[src/rtl/noc_traffic_gen.sv]
// Flit traffic generator for one local port of an XY-routed mesh: builds head/body/tail
// packets at a programmed rate and drains them through a FIFO under stop_out backpressure.
module noc_traffic_gen #(
    parameter int unsigned WORD_WIDTH  = 32,
    parameter int unsigned MESH_X      = 4,
    parameter int unsigned MESH_Y      = 4,
    parameter int unsigned COORD_W     = 3,
    parameter int unsigned NODE_ID     = 0,
    parameter int unsigned PKT_LEN     = 3,
    parameter int unsigned NUM_PKTS    = 200,
    parameter int unsigned RATE_CYCLES = 1000,
    parameter int unsigned FIFO_DEPTH  = 8,
    parameter int unsigned SLACK       = 2,
    parameter logic [15:0] SEED        = 16'hACE1
) (
    input  logic                                clk,
    input  logic                                reset,
    input  logic                                enable,
    input  logic                                dst_mode,
    input  logic [$clog2(MESH_X*MESH_Y)-1:0]    fixed_dst,
    input  logic                                stop_out,
    output logic [WORD_WIDTH-1:0]               DataIn,
    output logic                                DataVoidIn,
    output logic [15:0]                         pkt_cnt,
    output logic                                Finish
);

    localparam int unsigned Nodes  = MESH_X * MESH_Y;
    localparam int unsigned NodeW  = $clog2(Nodes);
    localparam int unsigned AddrW  = $clog2(FIFO_DEPTH);
    localparam int unsigned CntW   = (RATE_CYCLES > 1) ? $clog2(RATE_CYCLES) : 1;
    localparam int unsigned SlackW = $clog2(SLACK + 2);
    localparam int unsigned BodyW  = $clog2(PKT_LEN);
    localparam int unsigned PayW   = WORD_WIDTH - 2;
    localparam logic [COORD_W-1:0] SrcX = COORD_W'(NODE_ID % MESH_X);
    localparam logic [COORD_W-1:0] SrcY = COORD_W'(NODE_ID / MESH_X);

    typedef enum logic [2:0] {StIdle, StPend, StHead, StBody, StTail} state_e;

    state_e                state_q, state_d;
    logic [15:0]           lfsr_q, lfsr_d;
    logic [CntW-1:0]       count_q, count_d, slot_q, slot_d, slot_now;
    logic [BodyW-1:0]      body_q, body_d;
    logic [15:0]           pkt_cnt_q, pkt_cnt_d;
    logic [SlackW-1:0]     slack_q, slack_d;
    logic [AddrW-1:0]      wr_ptr_q, wr_ptr_d, rd_ptr_q, rd_ptr_d;
    logic [AddrW:0]        fill_q, fill_d;
    logic [WORD_WIDTH-1:0] data_q, data_d;
    logic                  void_q, void_d;
    logic                  finish_q, finish_d;
    logic [WORD_WIDTH-1:0] mem_q [FIFO_DEPTH];

    logic                  wr_en, pop;
    logic [WORD_WIDTH-1:0] wr_data;
    logic [15:0]           rnd_c;
    logic [NodeW-1:0]      dst_node;
    logic [COORD_W-1:0]    dst_x, dst_y;
    logic [4:0]            dirs;
    logic [PayW-1:0]       head_pay, lfsr_pay;

    always_comb begin
        // Random mode never targets its own node: bump to the next index instead.
        rnd_c = lfsr_q % 16'(Nodes);
        if (rnd_c == 16'(NODE_ID)) begin
            rnd_c = (rnd_c + 16'd1) % 16'(Nodes);
        end
        dst_node = dst_mode ? fixed_dst : NodeW'(rnd_c);
        dst_x    = COORD_W'(32'(dst_node) % MESH_X);
        dst_y    = COORD_W'(32'(dst_node) / MESH_X);
        dirs[3]  = dst_x > SrcX;
        dirs[2]  = dst_x < SrcX;
        dirs[1]  = (dst_y > SrcY) && (dst_x == SrcX);
        dirs[0]  = (dst_y < SrcY) && (dst_x == SrcX);
        dirs[4]  = (dst_y == SrcY) && (dst_x == SrcX);
        head_pay = '0;
        head_pay[PayW-1 -: 4*COORD_W] = {SrcY, SrcX, dst_y, dst_x};
        head_pay[4:0] = dirs;
        lfsr_pay = PayW'(lfsr_q);
    end

    always_comb begin
        state_d   = state_q;
        body_d    = body_q;
        pkt_cnt_d = pkt_cnt_q;
        wr_en     = 1'b0;
        wr_data   = '0;
        // A fresh slot is drawn at count 0 and is immediately eligible.
        slot_now  = (count_q == '0) ? CntW'(32'(lfsr_q) % RATE_CYCLES) : slot_q;
        slot_d    = slot_now;
        count_d   = (count_q == CntW'(RATE_CYCLES - 1)) ? '0 : count_q + CntW'(1);

        unique case (state_q)
            StIdle: begin
                if (count_q == slot_now && enable && pkt_cnt_q < 16'(NUM_PKTS)) begin
                    state_d = StPend;
                end
            end
            StPend: begin
                if (fill_q <= (AddrW+1)'(FIFO_DEPTH - PKT_LEN)) begin
                    state_d = StHead;
                end
            end
            StHead: begin
                wr_en   = 1'b1;
                wr_data = {2'b10, head_pay};
                body_d  = '0;
                state_d = (PKT_LEN > 2) ? StBody : StTail;
            end
            StBody: begin
                wr_en   = 1'b1;
                wr_data = {2'b00, lfsr_pay};
                body_d  = body_q + BodyW'(1);
                if (32'(body_q) + 3 == PKT_LEN) begin
                    state_d = StTail;
                end
            end
            StTail: begin
                wr_en     = 1'b1;
                wr_data   = {2'b01, lfsr_pay};
                pkt_cnt_d = pkt_cnt_q + 16'd1;
                state_d   = StIdle;
            end
            default: state_d = StIdle;
        endcase

        lfsr_d = (wr_en || count_q == '0)
               ? ({1'b0, lfsr_q[15:1]} ^ (lfsr_q[0] ? 16'hB400 : 16'h0000)) : lfsr_q;
    end

    always_comb begin
        pop     = (fill_q != '0) && (slack_q != '0);
        slack_d = slack_q;
        if (stop_out && pop) begin
            slack_d = slack_q - SlackW'(1);
        end else if (!stop_out && slack_q < SlackW'(SLACK)) begin
            slack_d = slack_q + SlackW'(1);
        end
        wr_ptr_d = wr_ptr_q + AddrW'(wr_en);
        rd_ptr_d = rd_ptr_q + AddrW'(pop);
        fill_d   = fill_q + (AddrW+1)'(wr_en) - (AddrW+1)'(pop);
        data_d   = pop ? mem_q[rd_ptr_q] : '0;
        void_d   = !pop;
        finish_d = finish_q || (pkt_cnt_q == 16'(NUM_PKTS) && fill_q == '0 && void_d);
    end

    always_ff @(posedge clk) begin
        if (reset) begin
            state_q   <= StIdle;
            lfsr_q    <= SEED;
            count_q   <= '0;
            slot_q    <= '0;
            body_q    <= '0;
            pkt_cnt_q <= '0;
            slack_q   <= SlackW'(SLACK);
            wr_ptr_q  <= '0;
            rd_ptr_q  <= '0;
            fill_q    <= '0;
            data_q    <= '0;
            void_q    <= 1'b1;
            finish_q  <= 1'b0;
        end else begin
            state_q   <= state_d;
            lfsr_q    <= lfsr_d;
            count_q   <= count_d;
            slot_q    <= slot_d;
            body_q    <= body_d;
            pkt_cnt_q <= pkt_cnt_d;
            slack_q   <= slack_d;
            wr_ptr_q  <= wr_ptr_d;
            rd_ptr_q  <= rd_ptr_d;
            fill_q    <= fill_d;
            data_q    <= data_d;
            void_q    <= void_d;
            finish_q  <= finish_d;
        end
    end

    always_ff @(posedge clk) begin
        if (wr_en) begin
            mem_q[wr_ptr_q] <= wr_data;
        end
    end

    assign DataIn     = data_q;
    assign DataVoidIn = void_q;
    assign pkt_cnt    = pkt_cnt_q;
    assign Finish     = finish_q;

endmodule
[config.mk]
export PLATFORM = sky130hd
export DESIGN_NAME = noc_traffic_gen
export DESIGN_NICKNAME = d
export VERILOG_FILES = /design/src/rtl/noc_traffic_gen.sv
export SDC_FILE = /design/constraint.sdc
export NUM_CORES = 1
export LEC_CHECK = 0
export ABC_AREA = 1
export BUFFER_PORTS_ARGS = -buffer_cell sky130_fd_sc_hd__buf_2
export CAP_MARGIN = 0
export CORE_ASPECT_RATIO = 0.9
export CORE_MARGIN = 3
export CORE_UTILIZATION = 58
export CTS_CLUSTER_DIAMETER = 50
export CTS_CLUSTER_SIZE = 14
export DETAILED_ROUTE_END_ITERATION = 8
export GPL_TIMING_DRIVEN = 0
export HOLD_SLACK_MARGIN = 0.1
export PLACE_DENSITY = 0.81
export SLEW_MARGIN = 5
export SYNTH_ARGS = -nofsm -noshare
export SYNTH_HDL_FRONTEND = slang
export SYNTH_SLANG_ARGS = --single-unit
[constraint.sdc]
create_clock -name clk -period 5.9 [get_ports clk]
set_clock_uncertainty 0.1 [all_clocks]
set_input_delay 0 -clock clk [delete_from_list [all_inputs] [get_ports clk]]
set_output_delay 0 -clock clk [all_outputs]
set_load 0.1 [all_outputs]
### After elaboration in Yosys (flattened, before gate mapping)

Memory sizes are Yosys's and may differ from the RTL's. A register that Yosys moved wholly into a read port is not among the register bits.
Cells that the tools add are included.

| cells by class | value |
|---|---|
| add/subtract/negate cells | 11 |
| multiply operators | 0 |
| div/mod/pow operators | 1 |
| order comparisons | 7 |
| equality and inequality tests | 11 |
| shift-type cells | 0 |
| multiplexer cells | 15 |
| bitwise gates (word level) | 2 |
| reduce and logical (&&, ||, !) cells | 28 |

Operators with widths:

| kind | count |
|---|---|
| case mux 32 bit (3 select lines) | 1 |
| modulo 16 x 10 -> 32 bit, second input constant | 1 |
| adder 16 x 1 -> 16 bit, second input constant | 1 |
| == test 16 x 8 -> 1 bit, second input constant | 1 |
| logical NOT 16 bit | 1 |
| less-than comparator 16 x 8 -> 1 bit, second input constant | 1 |
| two-way mux 16 bit | 1 |
| XOR 15 x 16 -> 16 bit | 1 |
| case mux 3 bit (4 select lines) | 1 |
| adder 10 x 1 -> 10 bit, second input constant | 1 |
| == test 10 bit | 1 |
| == test 10 bit, second input constant | 1 |
| logical AND 1 bit | 10 |
| logical NOT 10 bit | 1 |
| two-way mux 10 bit | 1 |
| == test 3 x 2 -> 1 bit, second input constant | 3 |
| logical NOT 3 bit | 3 |
| two-way mux 3 bit | 3 |
| two-way mux 4 bit | 2 |
| adder 3 x 1 -> 3 bit | 2 |
| inequality test 2 bit, second input constant | 3 |
| nonzero test 2 bit | 3 |
| adder 2 x 1 -> 2 bit, second input constant | 2 |
| adder 4 x 1 -> 4 bit | 1 |
| 21 further kinds | 29 |

| word-level totals | value |
|---|---|
| register bits | 71 |
| bits in latches | 0 |
| memory bits (writable) | 256 |
| bits in read-only memories | 0 |
| input port bits | 9 |
| output and inout port bits | 50 |
| word-level logic and storage cells | 88 |
| memories kept | 1 |

Memories:

| name | words | width | read ports | clocked after Yosys merged registers in | write ports | RTL line | source |
|---|---|---|---|---|---|---|---|
| mem_q | 8 | 32 | 1 | 1 | 1 | 51 | `logic [WORD_WIDTH-1:0] mem_q [FIFO_DEPTH];` |

### Depth between registers and ports, before layout

| depth | value |
|---|---|
| depth in word-level cells | 7 |
| gate-level depth with buffers | 52 |
| mapped depth without buffers | 51 |

### Worst setup path before layout

OpenSTA, ideal clock, no wires.

| timing | value |
|---|---|
| kind | register to register |
| start | register lfsr_q[12] |
| end | register state_q[1] |
| library setup time | 0.115 ns |
| arrival time | 4.735 ns |
| required time | 5.685 ns |
| slack | 0.950 ns |
| stages on the path, launching flop included | 46 |
| path buffers | 0 |
| period minus slack after synthesis | 4.950 ns |
| path through | dfxtp_1 nand2_1 nor4_1 ha_1 o21ai_2 inv_2 nor2_8 nand3_4 nand2_2 nand2_4 nor2_2 nand2_1 o21ai_4 inv_2 nand2_4 nand2_1 nand2_2 nor2_2 (+10 left out) nand2_4 nand2_4 nor2_8 nand2_4 nand3_4 nand2_1 nand2_1 nand2_2 nand2_2 nand2_1 nand2_1 nand3_1 nor2_1 nand2_1 nand2_2 nand3_1 nand2_1 nor2_1 |

| on the way | value |
|---|---|
| cells in the longest elaborated chain, start to end | 7 |

Ends and longest elaborated chain:

| item | RTL line | source |
|---|---|---|
| from (decl) | 41 | `logic [15:0] lfsr_q, lfsr_d;` |
| from (signal assigned) | 163 | `lfsr_q <= lfsr_d;` |
| modulo 16 x 10 -> 32 bit | 88 | `slot_now = (count_q == '0) ? CntW'(32'(lfsr_q) % RATE_CYCLES) : slot_q;` |
| two-way mux 10 bit | 88 |  |
| == test 10 bit | 94 | `if (count_q == slot_now && enable && pkt_cnt_q < 16'(NUM_PKTS)) begin` |
| logical AND 1 bit (2 in a row) | 94 |  |
| inequality test 2 bit (no line) | -- |  |
| AND reduction 3 bit (no line) | -- |  |
| to (signal assigned) | 148 | `state_q <= StIdle;` |
| to (signal assigned) | 162 | `state_q <= state_d;` |
| to (decl) | 40 | `state_e state_q, state_d;` |

Every way passes these cells.
A chain may end at the register's enable or synchronous reset.

### Final worst setup path

| timing | value |
|---|---|
| start | register lfsr_q[14] |
| end | register state_q[1] |

Same word-level chain as after synthesis.

==> flow_summary.json <==
{
  "antenna_left": 0,
  "drc": 0,
  "worstSetupPathType": "flop to flop",
  "ys_async_sr_fraction_pct": 0,
  "path_clk_slew_ns": 0.07,
  "fin_crit_sh_pct": 93.4,
  "ys_top_cells_by_area": "edfxtp_1 42%, dfxtp_1 15%, nor2_1 7.1%",
  "port-buffer-count": 47,
  "hold_end": "mem_q[7][21]$_DFFE_PP_",
  "reg2reg_setup_slack_ns": 0.39,
  "cp-end-kind": "flop",
  "netlist.area_leader.share_pct": 41.7,
  "place_ws_ns": -0.0394,
  "ys_ff_latch": 269,
  "nets": 1531,
  "critPathSlowestCell": "dfxtp_2",
  "tns_ns": 0,
  "ys.flop_type": "edfxtp_1",
  "ff2ff_path_depth": 45,
  "coreArea_mm2": 0.0211,
  "crit_arrival_ns": 5.84,
  "timing.final.hold_violations": 0,
  "worstReg2RegStart": "lfsr_q[14]$_SDFFE_PP0P_",
  "num_antenna_cells": 0,
  "cts_sinks": 269,
  "vias": 10100,
  "tightest_slew_ns": 1.10,
  "antenna_found_initial": 0,
  "synth_edf_count": 176,
  "slowest_delay_ns": 0.34,
  "worst_slack_ns": 0.390,
  "viasPerCell": 5.60,
  "slew_headroom_pct": 26.9,
  "final_util_pct": 68.8,
  "grt_pass1_wl_um": 47100,
  "clock_path_buffers": 3,
  "seq_area_frac_synth_pct": 56.4,
  "root_buffer": "clkbuf_16",
  "status": "complete, no violations",
  "yosysMostFrequentCell": "nor2_1",
  "start_kind": "flop",
  "cts_tree": "yes",
  "rows": 50,
  "ys_warn_count": 0,
  "die_x_um": 162,
  "maxSlewViolCount": 0,
  "worstSkewPairLatency_ns": 0.53,
  "first_iter_violations": 994,
  "hold_ws_ns": 0.172,
  "required_ns": 6.23,
  "track_usage_pct": 24.4,
  "synth_common_cells": "241 x nor2_1, 176 x edfxtp_1, 175 x nand2_1, 157 x o21ai_0, 140 x inv_1",
  "ys_types": 49,
  "place_congestion": 0.893,
  "hold_path_depth": 3,
  "r2r_end": "state_q[1]$_SDFFE_PP0P_",
  "overflow": 0,
  "grt_pass1_vias": 9461,
  "cp_max_fo": 8,
  "route.detailed.wl_per_inst_um": 16.8,
  "initial_core_util_pct": 59.9,
  "io_pins": 59,
  "grt_max_degree": 23,
  "fmax_ghz": 0.181,
  "post-dp-hpwl_um": 19900,
  "cts_made_buffers": 25,
  "wl_um": 30400,
  "drv_cap": 0,
  "period_needed_ns": 5.51,
  "die_h_um": 146,
  "setup_violations": 0,
  "synth.avg_cell_area_um2": 9.08,
  "hold_path_class": "primary input to flop",
  "die_area_mm2": 0.0236,
  "htree_levels": 1,
  "drive_above_1_share_pct": 15.9,
  "firstDrtPassIters": 5,
  "syn2layout_area_growth_pct": 14.9,
  "hold_path_startpoint": "fixed_dst[2]",
  "syn_inst": 1394,
  "syn_area_mm2": 0.0127,
  "synth_area_leader_cell": "edfxtp_1"
}
[per-stage QoR]
stage | cells | instance area, um2
global placement | 1736 | 13300
detailed placement | 1736 | 13300
global route | 1808 | 14500
finish | 1808 | 14500
CTS | 1788 | 14100
floorplan | 1403 | 12700
[layer usage]
| metal | wire [um] | vias up | global-route usage (%) |
|---|---|---|---|
| li1 | - | 4939 | - |
| met2 | 14900 | 424 | 41.4 |
| met1 | 12700 | 4721 | 33.6 |
| met4 | 541 | 0 | 6.14 |
| met5 | 0 | - | 0 |
| met3 | 2230 | 43 | 3.21 |
[worst max-delay path: cells and delay by family (launching register included)]
family / cells / cell delay (ns)
simple gates: 35 / 3.48
compound gates: 5 / 0.85
flops: 1 / 0.34
buf+inv: 4 / 0.34
fa+ha+maj: 1 / 0.27
[state kept, by name (all words and copies together), names as in the netlist]
signal	cells
DataIn	22
DataVoidIn	1
Finish	1
body_q	2
count_q	10
fill_q	4
lfsr_q	16
mem_q	176
pkt_cnt	16
rd_ptr_q	3
slack_q	2
slot_q	10
state_q	3
wr_ptr_q	3
[cell usage in the layout, fill, tap and decap left out, types with 10 or more instances in the layout]
cell       count
inv_1        135
a31oi_1       23
xor2_1        10
o22ai_1       24
nand4_1       24
nand3_1       55
o21ai_0      156
clkbuf_1      53
buf_4         30
nor2_4        11
clkbuf_16     25
nand2_2       31
dfxtp_1       87
conb_1        10
edfxtp_1     176
buf_2         49
inv_2         13
nor2_1       233
ha_1          18
nand2_4       14
nor3_1        14
nand3_2       10
nand2_1      162
nor2_2        12
a21oi_1       48
[final cells by class]
type / count / area [um2]
flip-flops and latches: 269 / 7160
fillers: 1585 / 6600
well taps: 286 / 358
plain buffers: 57 / 258
clock inverters: 8 / 93.8
repair buffers: 73 / 445
multi-input cells: 925 / 4960
clock buffers: 38 / 694
inverters: 152 / 576
[cell families after synthesis]
kind of cell | after synthesis | share of synthesized area, %
flip-flops | 269 | 56.4
XOR/XNOR | 14 | 0.968
adder cells (fa/ha/maj) | 19 | 1.94
AND/OR/NAND/NOR | 595 | 21.6
other | 1 | 0.0296
buffers and inverters | 209 | 6.52
AO/OA/AOI/OAI | 287 | 12.5
[worst max path at each step]
stage | start | endpoint | slack (ns)
after floorplan | lfsr_q[12]$_SDFFE_PP0P_ | state_q[1]$_SDFFE_PP0P_ | 0.95
after global placement | lfsr_q[12]$_SDFFE_PP0P_ | state_q[1]$_SDFFE_PP0P_ | 0.06
after detailed placement | lfsr_q[12]$_SDFFE_PP0P_ | state_q[1]$_SDFFE_PP0P_ | -0.04
after CTS | lfsr_q[12]$_SDFFE_PP0P_ | state_q[1]$_SDFFE_PP0P_ | 0.001
after global routing | lfsr_q[14]$_SDFFE_PP0P_ | state_q[1]$_SDFFE_PP0P_ | -0.12
final | lfsr_q[14]$_SDFFE_PP0P_ | state_q[1]$_SDFFE_PP0P_ | 0.39
[timing repair]
item	CTS	global route
setup buffers	0	20
endpoints found under the setup margin	3	6
gates resized for setup	1	73
pin swaps	0	33
hold endpoints to repair	31	0
hold buffers	6	0
Power is not shown: default switching activity piles up to over one toggle a cycle in this logic, so the estimate is an artifact.
